`config.mk`:
```
export PLATFORM = sky130hd
export DESIGN_NAME = instr_prefetch_queue
export DESIGN_NICKNAME = d
export VERILOG_FILES = /design/src/rtl/fetch_pkg.sv /design/src/rtl/prefetch_fifo.sv /design/src/rtl/instr_prefetch_queue.sv
export SDC_FILE = /design/constraint.sdc
export NUM_CORES = 1
export LEC_CHECK = 0
export ABC_CLOCK_PERIOD_IN_PS = 16000
export CORE_ASPECT_RATIO = 0.6
export CORE_MARGIN = 3
export CORE_UTILIZATION = 44
export DETAILED_ROUTE_END_ITERATION = 12
export GPL_TIMING_DRIVEN = 1
export SKIP_LAST_GASP = 1
export SLEW_MARGIN = 20
export SYNTH_ARGS = -nofsm -noshare
export SYNTH_HDL_FRONTEND = slang
export SYNTH_SLANG_ARGS = --single-unit
```
`constraint.sdc`:
```
create_clock -name clk -period 16 [get_ports clk]
set_clock_uncertainty 0.15 [all_clocks]
set_input_delay 3.2 -clock clk [delete_from_list [all_inputs] [get_ports clk]]
set_output_delay 3.2 -clock clk [all_outputs]
set_load 0.03 [all_outputs]
```
`src/rtl/fetch_pkg.sv`:
```
// fetch_pkg: shared types for the instruction prefetch queue.
//   fetch_state_t : prefetch FSM states (FETCH issues requests, DRAIN drops
//                   responses belonging to a squashed fetch stream).
//   fetch_entry_t : one queue entry, a PC tag plus its instruction word.
//                   The PC field is sized for the widest supported ADDR_W;
//                   narrower PCs are zero-extended on push and truncated on read.
package fetch_pkg;

   localparam int INSTR_W  = 32;
   localparam int PC_MAX_W = 32;

   typedef enum logic {
      FETCH = 1'b0,
      DRAIN = 1'b1
   } fetch_state_t;

   typedef struct packed {
      logic [PC_MAX_W-1:0] pc;
      logic [INSTR_W-1:0]  instr;
   } fetch_entry_t;

endpackage

```
`src/rtl/prefetch_fifo.sv`:
```
// prefetch_fifo: DEPTH-entry circular buffer of fetch entries.
//   clk, reset  : clock and synchronous active-low reset
//   clear       : drop all entries (takes priority over push/pop)
//   push        : write push_data at the tail
//   push_data   : entry to write
//   pop         : advance the head
//   head        : entry at the head, read straight from storage
//   count       : number of occupied entries
// The owner guarantees no push when full and no pop when empty. DEPTH is a
// power of two, so the pointers wrap by natural overflow.
module prefetch_fifo
   import fetch_pkg::*;
#(
   parameter  int DEPTH = 4,
   localparam int CNT_W = $clog2(DEPTH + 1),
   localparam int PTR_W = $clog2(DEPTH)
) (
   input  logic               clk,
   input  logic               reset,
   input  logic               clear,
   input  logic               push,
   input  fetch_entry_t       push_data,
   input  logic               pop,
   output fetch_entry_t       head,
   output logic [CNT_W-1:0]   count
);

   fetch_entry_t       mem [DEPTH];
   logic [PTR_W-1:0]   wr_ptr;
   logic [PTR_W-1:0]   rd_ptr;
   logic [CNT_W-1:0]   cnt;

   always_ff @(posedge clk) begin
      if (!reset) begin
         wr_ptr <= '0;
         rd_ptr <= '0;
         cnt    <= '0;
         for (int i = 0; i < DEPTH; i++) begin
            mem[i] <= '0;
         end
      end else if (clear) begin
         wr_ptr <= '0;
         rd_ptr <= '0;
         cnt    <= '0;
      end else begin
         if (push) begin
            mem[wr_ptr] <= push_data;
            wr_ptr      <= wr_ptr + 1'b1;
         end
         if (pop) begin
            rd_ptr <= rd_ptr + 1'b1;
         end
         case ({push, pop})
            2'b10:   cnt <= cnt + 1'b1;
            2'b01:   cnt <= cnt - 1'b1;
            default: cnt <= cnt;
         endcase
      end
   end

   assign head  = mem[rd_ptr];
   assign count = cnt;

endmodule

```
`src/rtl/instr_prefetch_queue.sv`:
```
// instr_prefetch_queue: sequential instruction prefetcher between instruction
// memory and the IF/ID register.
//   clk, reset        : clock and synchronous active-low reset
//   redirect          : branch/jump taken in ID; flush and restart fetching
//   redirect_pc       : new fetch word address
//   imem_req/addr     : read request and its word address
//   imem_gnt          : request accepted this cycle
//   imem_rvalid/rdata : read data, returned in request order
//   out_valid/instr/pc: head of the queue toward decode
//   out_ready         : decode takes the head this cycle
//   count             : occupied queue entries
//
// Handshakes: a memory request transfers on a cycle with imem_req && imem_gnt;
// a queue entry transfers to decode on a cycle with out_valid && out_ready.
// The valid side never depends combinationally on its own ready input, and a
// redirect voids any decode transfer in the same cycle.
//
// Credits: queued entries plus outstanding requests never exceed DEPTH, so a
// response always finds space. After a redirect, every request still in
// flight is counted in discard and its response dropped in DRAIN.
module instr_prefetch_queue
   import fetch_pkg::*;
#(
   parameter  int               DEPTH    = 4,
   parameter  int               ADDR_W   = 32,
   parameter  logic [ADDR_W-1:0] RESET_PC = '0,
   localparam int               CNT_W    = $clog2(DEPTH + 1)
) (
   input  logic               clk,
   input  logic               reset,
   input  logic               redirect,
   input  logic [ADDR_W-1:0]  redirect_pc,
   output logic               imem_req,
   output logic [ADDR_W-1:0]  imem_addr,
   input  logic               imem_gnt,
   input  logic               imem_rvalid,
   input  logic [31:0]        imem_rdata,
   output logic               out_valid,
   output logic [31:0]        out_instr,
   output logic [ADDR_W-1:0]  out_pc,
   input  logic               out_ready,
   output logic [CNT_W-1:0]   count
);

   fetch_state_t       state, state_nxt;
   logic [ADDR_W-1:0]  fetch_pc, fetch_pc_nxt;
   logic [ADDR_W-1:0]  resp_pc, resp_pc_nxt;   // PC tag of the next kept response
   logic [CNT_W-1:0]   outstanding, outstanding_nxt;
   logic [CNT_W-1:0]   discard, discard_nxt;
   logic [CNT_W-1:0]   fifo_count;
   logic [CNT_W:0]     used;
   logic [CNT_W:0]     inflight_after;
   logic               fire;
   logic               resp_live;
   logic               push;
   logic               pop;
   fetch_entry_t       push_entry;
   fetch_entry_t       head;

   assign used      = {1'b0, fifo_count} + {1'b0, outstanding};
   assign imem_req  = reset && (state == FETCH) && (used < (CNT_W + 1)'(DEPTH));
   assign imem_addr = fetch_pc;
   assign fire      = imem_req && imem_gnt;

   // A response with nothing in flight and nothing to discard is stray.
   assign resp_live = imem_rvalid && ((outstanding != '0) || (discard != '0));
   assign push      = resp_live && (state == FETCH) && !redirect;

   assign out_valid = reset && (fifo_count != '0);
   assign pop       = out_valid && out_ready && !redirect;

   // Requests still unanswered after this cycle; on a redirect all of them
   // become discards, including one granted in the same cycle.
   assign inflight_after = {1'b0, discard} + {1'b0, outstanding}
                         + (CNT_W + 1)'(fire) - (CNT_W + 1)'(resp_live);

   always_comb begin
      state_nxt       = state;
      fetch_pc_nxt    = fetch_pc;
      resp_pc_nxt     = resp_pc;
      outstanding_nxt = outstanding;
      discard_nxt     = discard;
      if (fire) begin
         fetch_pc_nxt = fetch_pc + 1'b1;
      end
      if (push) begin
         resp_pc_nxt = resp_pc + 1'b1;
      end
      if (redirect) begin
         fetch_pc_nxt    = redirect_pc;
         resp_pc_nxt     = redirect_pc;
         outstanding_nxt = '0;
         discard_nxt     = inflight_after[CNT_W-1:0];
         state_nxt       = (inflight_after == '0) ? FETCH : DRAIN;
      end else if (state == FETCH) begin
         outstanding_nxt = outstanding + CNT_W'(fire) - CNT_W'(resp_live);
      end else begin
         if (resp_live) begin
            discard_nxt = discard - 1'b1;
         end
         if (discard_nxt == '0) begin
            state_nxt = FETCH;
         end
      end
   end

   always_ff @(posedge clk) begin
      if (!reset) begin
         state       <= FETCH;
         fetch_pc    <= RESET_PC;
         resp_pc     <= RESET_PC;
         outstanding <= '0;
         discard     <= '0;
      end else begin
         state       <= state_nxt;
         fetch_pc    <= fetch_pc_nxt;
         resp_pc     <= resp_pc_nxt;
         outstanding <= outstanding_nxt;
         discard     <= discard_nxt;
      end
   end

   assign push_entry.pc    = PC_MAX_W'(resp_pc);
   assign push_entry.instr = imem_rdata;

   prefetch_fifo #(
      .DEPTH (DEPTH)
   ) u_fifo (
      .clk       (clk),
      .reset     (reset),
      .clear     (redirect),
      .push      (push),
      .push_data (push_entry),
      .pop       (pop),
      .head      (head),
      .count     (fifo_count)
   );

   assign out_instr = head.instr;
   assign out_pc    = head.pc[ADDR_W-1:0];
   assign count     = reset ? fifo_count : '0;

endmodule

```
==> impl_metrics.xml <==
<?xml version="1.0" encoding="UTF-8"?>
<metrics>
  <group name="run_status">
    <metric name="run_status" unit="">finished, final reports clean</metric>
  </group>
  <group name="global_routing">
    <metric name="grt_busiest_layer" unit="">met2</metric>
    <metric name="met3_track_utilization_from_global_routing" unit="%">3.845</metric>
    <metric name="first_global_vias" unit="">9910</metric>
    <metric name="groute.usage.overall" unit="%">20.80</metric>
    <metric name="grt_antenna_before_repair" unit="">0</metric>
    <metric name="grt.met2_usage" unit="%">32.19</metric>
    <metric name="grt.met1_usage" unit="%">30.77</metric>
    <metric name="grt_max_degree" unit="">94</metric>
    <metric name="overflow_left_after_global_routing" unit="">0</metric>
    <metric name="grt_first_pass_wirelength" unit="um">59370</metric>
  </group>
  <group name="timing">
    <metric name="finalCriticalPeriod" unit="ns">8.789</metric>
    <metric name="achievable-frequency" unit="MHz">113.8</metric>
    <metric name="final_worst_setup_slack" unit="ns">7.211</metric>
    <metric name="maxSlewHeadroom" unit="%">26.18</metric>
    <metric name="setup_tns" unit="ns">0</metric>
    <metric name="report.final.setup_viol" unit="">0</metric>
    <metric name="finalMaxSlewViolations" unit="">0</metric>
    <metric name="timing_worst_slew_pin_value" unit="ns">1.092</metric>
    <metric name="finalCritPeriodShare" unit="%">54.93</metric>
    <metric name="finalHoldViolations" unit="">0</metric>
    <metric name="rsz0062_at_grt" unit="">no</metric>
  </group>
  <group name="run">
    <metric name="max_cap_violations" unit="">0</metric>
  </group>
  <group name="finish">
    <metric name="fillerInstances" unit="">2798</metric>
    <metric name="stdcell_count" unit="">1791</metric>
    <metric name="diode_count" unit="">0</metric>
    <metric name="finish.net_count" unit="">1395</metric>
    <metric name="final_common_cell" unit="">sky130_fd_sc_hd__edfxtp_1</metric>
    <metric name="most-common-layout-cells" unit="">sky130_fd_sc_hd__edfxtp_1, sky130_fd_sc_hd__and2_1, sky130_fd_sc_hd__clkdlybuf4s50_1, sky130_fd_sc_hd__dfxtp_1, sky130_fd_sc_hd__and3_1</metric>
    <metric name="post_route_cells_drive_above_1_share" unit="%">11.11</metric>
    <metric name="flow.area_growth_from_synthesis" unit="%">21.28</metric>
  </group>
  <group name="synthesis">
    <metric name="synth_warnings" unit="">0</metric>
    <metric name="post_synth_inst_count" unit="">1166</metric>
    <metric name="yosys.cell_types.count" unit="">52</metric>
    <metric name="synth.cell_area" unit="um^2">15310</metric>
    <metric name="postSynthRegisterBits" unit="">336</metric>
    <metric name="sequential_to_total_area_share_from_yosys_stat" unit="%">60.66</metric>
    <metric name="synth_ff_type" unit="">sky130_fd_sc_hd__edfxtp_1</metric>
    <metric name="postSynthNetCount" unit="">1254</metric>
    <metric name="postSynthAreaPerCell" unit="um^2">13.13</metric>
    <metric name="synth-edff-count" unit="">256</metric>
    <metric name="ys_async_sr_fraction" unit="%">0</metric>
  </group>
  <group name="floorplanning">
    <metric name="design.core.area" unit="um^2">34030</metric>
    <metric name="full_die_area" unit="um^2">37150</metric>
    <metric name="dieWidth" unit="um">246.8</metric>
    <metric name="start_util" unit="%">45.00</metric>
    <metric name="rows" unit="">52</metric>
    <metric name="chipHeight" unit="um">150.5</metric>
    <metric name="pin_count" unit="">171</metric>
  </group>
  <group name="clock_tree">
    <metric name="resized_gates_after_cts" unit="">0</metric>
    <metric name="cts.repair_timing.setup_buffer_count" unit="">0</metric>
    <metric name="cts.sink_count" unit="">336</metric>
    <metric name="clk_transition_reported_paths" unit="ns">0.06</metric>
    <metric name="cts_tree" unit="">done</metric>
    <metric name="htree_num_levels" unit="">2</metric>
    <metric name="cts_hold_buffers" unit="">0</metric>
    <metric name="clk_root_buffer_cell" unit="">sky130_fd_sc_hd__clkbuf_16</metric>
    <metric name="cts-buffers-inserted" unit="">34</metric>
    <metric name="clk_path_buf_depth" unit="">3</metric>
    <metric name="clk_latency" unit="ns">0.51</metric>
  </group>
  <group name="drt">
    <metric name="num_vias" unit="">9889</metric>
    <metric name="first_iter_violations" unit="">705</metric>
    <metric name="drt-wirelength-per-cell" unit="um">21.47</metric>
    <metric name="drcViolationCount" unit="">0</metric>
    <metric name="avgViaCountPerCell" unit="">5.521</metric>
    <metric name="totalWireLength" unit="um">38450</metric>
    <metric name="detail_route.first_pass.iterations" unit="">5</metric>
    <metric name="ant_nets" unit="">0</metric>
  </group>
  <group name="power_and_ir_drop">
    <metric name="power.static_leakage" unit="uW">0.006619</metric>
    <metric name="netSwitchingFraction" unit="%">27.26</metric>
    <metric name="switching_pwr" unit="uW">605.7</metric>
    <metric name="seq_power_share" unit="%">47.1</metric>
    <metric name="internal-power" unit="uW">1616</metric>
    <metric name="portion_of_total_power_attributed_to_combinational_logic" unit="%">17.1</metric>
    <metric name="pwr_density_cell" unit="nW/um^2">119.6</metric>
    <metric name="clock_power_share" unit="%">35.8</metric>
    <metric name="vdd.ir_drop.worst" unit="mV">0.07052</metric>
  </group>
  <group name="place">
    <metric name="port_buffers" unit="">170</metric>
    <metric name="pre_cts_ws" unit="ns">7.205</metric>
    <metric name="post_dp_hpwl" unit="um">23310</metric>
    <metric name="placed_cells" unit="">1730</metric>
    <metric name="gp_routability_congestion" unit="">0.8256</metric>
  </group>
  <group name="setup_path">
    <metric name="worst_ep_required_time" unit="ns">12.65</metric>
    <metric name="setup.reg_to_reg.worst_slack" unit="ns">11.82</metric>
    <metric name="arrival" unit="ns">5.44</metric>
    <metric name="critPathMaxFanout" unit="">45</metric>
    <metric name="end_kind" unit="">output pin</metric>
    <metric name="startpoint_type" unit="">primary input</metric>
    <metric name="rr_worst_depth" unit="">13</metric>
    <metric name="path_class" unit="">in2out</metric>
  </group>
  <group name="hold_path">
    <metric name="timing.hold.worst.class" unit="">reg2reg</metric>
    <metric name="worst_hold_path_cells" unit="">2</metric>
  </group>
</metrics>
-- sequential cells by signal (all words and copies together) (netlist names), named ones only --
signal	cells
discard	3
u_fifo.mem	256
imem_addr	32
u_fifo.wr_ptr	2
u_fifo.count	3
resp_pc	32
u_fifo.rd_ptr	2
state	1
outstanding	3
-- metrics by stage --
| stage | hold slack [ns] | util [%] | cell area (um^2) | total power (uW) |
|---|---|---|---|---|
| floorplan | 0.3330 | - | 15310 | 1290 |
| global placement | 0.3618 | 51.34 | 17470 | 1439 |
| detailed placement | 0.3770 | 51.34 | 17470 | 1444 |
| CTS | 0.3897 | 54.58 | 18570 | 2242 |
| global route | 0.4178 | 54.58 | 18570 | 2315 |
| finish | 0.3892 | 54.58 | 18570 | 2222 |
-- layer usage --
metal	vias to the layer above	share of wire, %
li1	4626	-
met1	4966	47
met2	253	46
met3	44	5.2
met4	0	1.8
met5	-	0
-- area by class of cell --
class                      instances  area, um^2  share of cell area [%]
inverter                          26       97.59                  0.5255
multi-input combinational        722        5674                   30.55
clock buffer                      48       997.2                   5.369
sequential                       336        9294                   50.04
timing repair buffer             187        1829                   9.849
tap                              459       574.3                   3.092
clock inverter                    13       106.4                  0.5726
-- power by group through the flow --
stage / sequential (uW) / clock (uW) / combinational (uW)
after floorplan: 1060 / 0 / 233
after global placement: 1060 / 0 / 377
after detailed placement: 1060 / 0 / 380
after CTS: 1050 / 814 / 382
after global routing: 1050 / 851 / 411
final: 1050 / 795 / 381
-- cells by family after synthesis --
family          after synthesis  share of synthesized area, %
compound gates              135                         5.131
simple gates                450                         17.22
buf+inv                     108                         2.745
flops                       336                         60.66
mux                          66                         9.543
xor+xnor                     53                         3.031
fa+ha+maj                    18                         1.667
-- Yosys cell counts, types with 2 or more instances --
cell type | instances | area, um^2
sky130_fd_sc_hd__or4_1 | 3 | 22.52
sky130_fd_sc_hd__inv_1 | 25 | 93.84
sky130_fd_sc_hd__a211oi_1 | 6 | 45.04
sky130_fd_sc_hd__xor2_1 | 25 | 219.0
sky130_fd_sc_hd__edfxtp_1 | 256 | 7687
sky130_fd_sc_hd__fa_1 | 4 | 80.08
sky130_fd_sc_hd__mux4_2 | 64 | 1441
sky130_fd_sc_hd__o31a_1 | 2 | 17.52
sky130_fd_sc_hd__a21boi_0 | 3 | 22.52
sky130_fd_sc_hd__ha_1 | 14 | 175.2
sky130_fd_sc_hd__buf_1 | 7 | 26.28
sky130_fd_sc_hd__nand3_1 | 22 | 110.1
sky130_fd_sc_hd__a21oi_1 | 51 | 255.2
sky130_fd_sc_hd__nor4_1 | 12 | 75.07
sky130_fd_sc_hd__buf_2 | 3 | 15.01
sky130_fd_sc_hd__xnor2_1 | 28 | 245.2
sky130_fd_sc_hd__or2_2 | 4 | 25.02
sky130_fd_sc_hd__o31ai_1 | 3 | 22.52
sky130_fd_sc_hd__dfxtp_1 | 80 | 1602
sky130_fd_sc_hd__a21o_1 | 3 | 22.52
sky130_fd_sc_hd__a2111oi_0 | 2 | 17.52
sky130_fd_sc_hd__nor2b_1 | 2 | 12.51
sky130_fd_sc_hd__a311oi_1 | 5 | 43.79
sky130_fd_sc_hd__or4_4 | 2 | 22.52
sky130_fd_sc_hd__nand2b_1 | 4 | 25.02
sky130_fd_sc_hd__o21ai_0 | 43 | 215.2
sky130_fd_sc_hd__nor3_1 | 30 | 150.1
sky130_fd_sc_hd__nand4_1 | 24 | 150.1
sky130_fd_sc_hd__and3_1 | 69 | 431.7
sky130_fd_sc_hd__nand2_1 | 34 | 127.6
sky130_fd_sc_hd__nor4b_1 | 2 | 17.52
sky130_fd_sc_hd__and2_1 | 190 | 1189
sky130_fd_sc_hd__nor2_1 | 33 | 123.9
sky130_fd_sc_hd__o21a_1 | 2 | 15.01
sky130_fd_sc_hd__a31oi_1 | 10 | 62.56
sky130_fd_sc_hd__and4_1 | 8 | 70.07
sky130_fd_sc_hd__clkbuf_1 | 70 | 262.8
sky130_fd_sc_hd__mux2i_1 | 2 | 20.02
sky130_fd_sc_hd__or3_1 | 6 | 37.54
-- worst paths after layout --
path | startpoint | end
worst min register to register | u_fifo.rd_ptr[1] | register
worst min-delay path | u_fifo.rd_ptr[1] | register
worst max-delay path | reset | imem_req
worst max register to register | discard[1] | state
-- worst max-delay path, cell delays in order --
cell	delay, ns
sky130_fd_sc_hd__clkdlybuf4s50_1	0.45
sky130_fd_sc_hd__buf_4	0.43
sky130_fd_sc_hd__or3b_4	0.47
sky130_fd_sc_hd__nor3_1	0.18
sky130_fd_sc_hd__clkdlybuf4s50_1	0.70
Note: power is estimated with default switching activity, not from simulation.
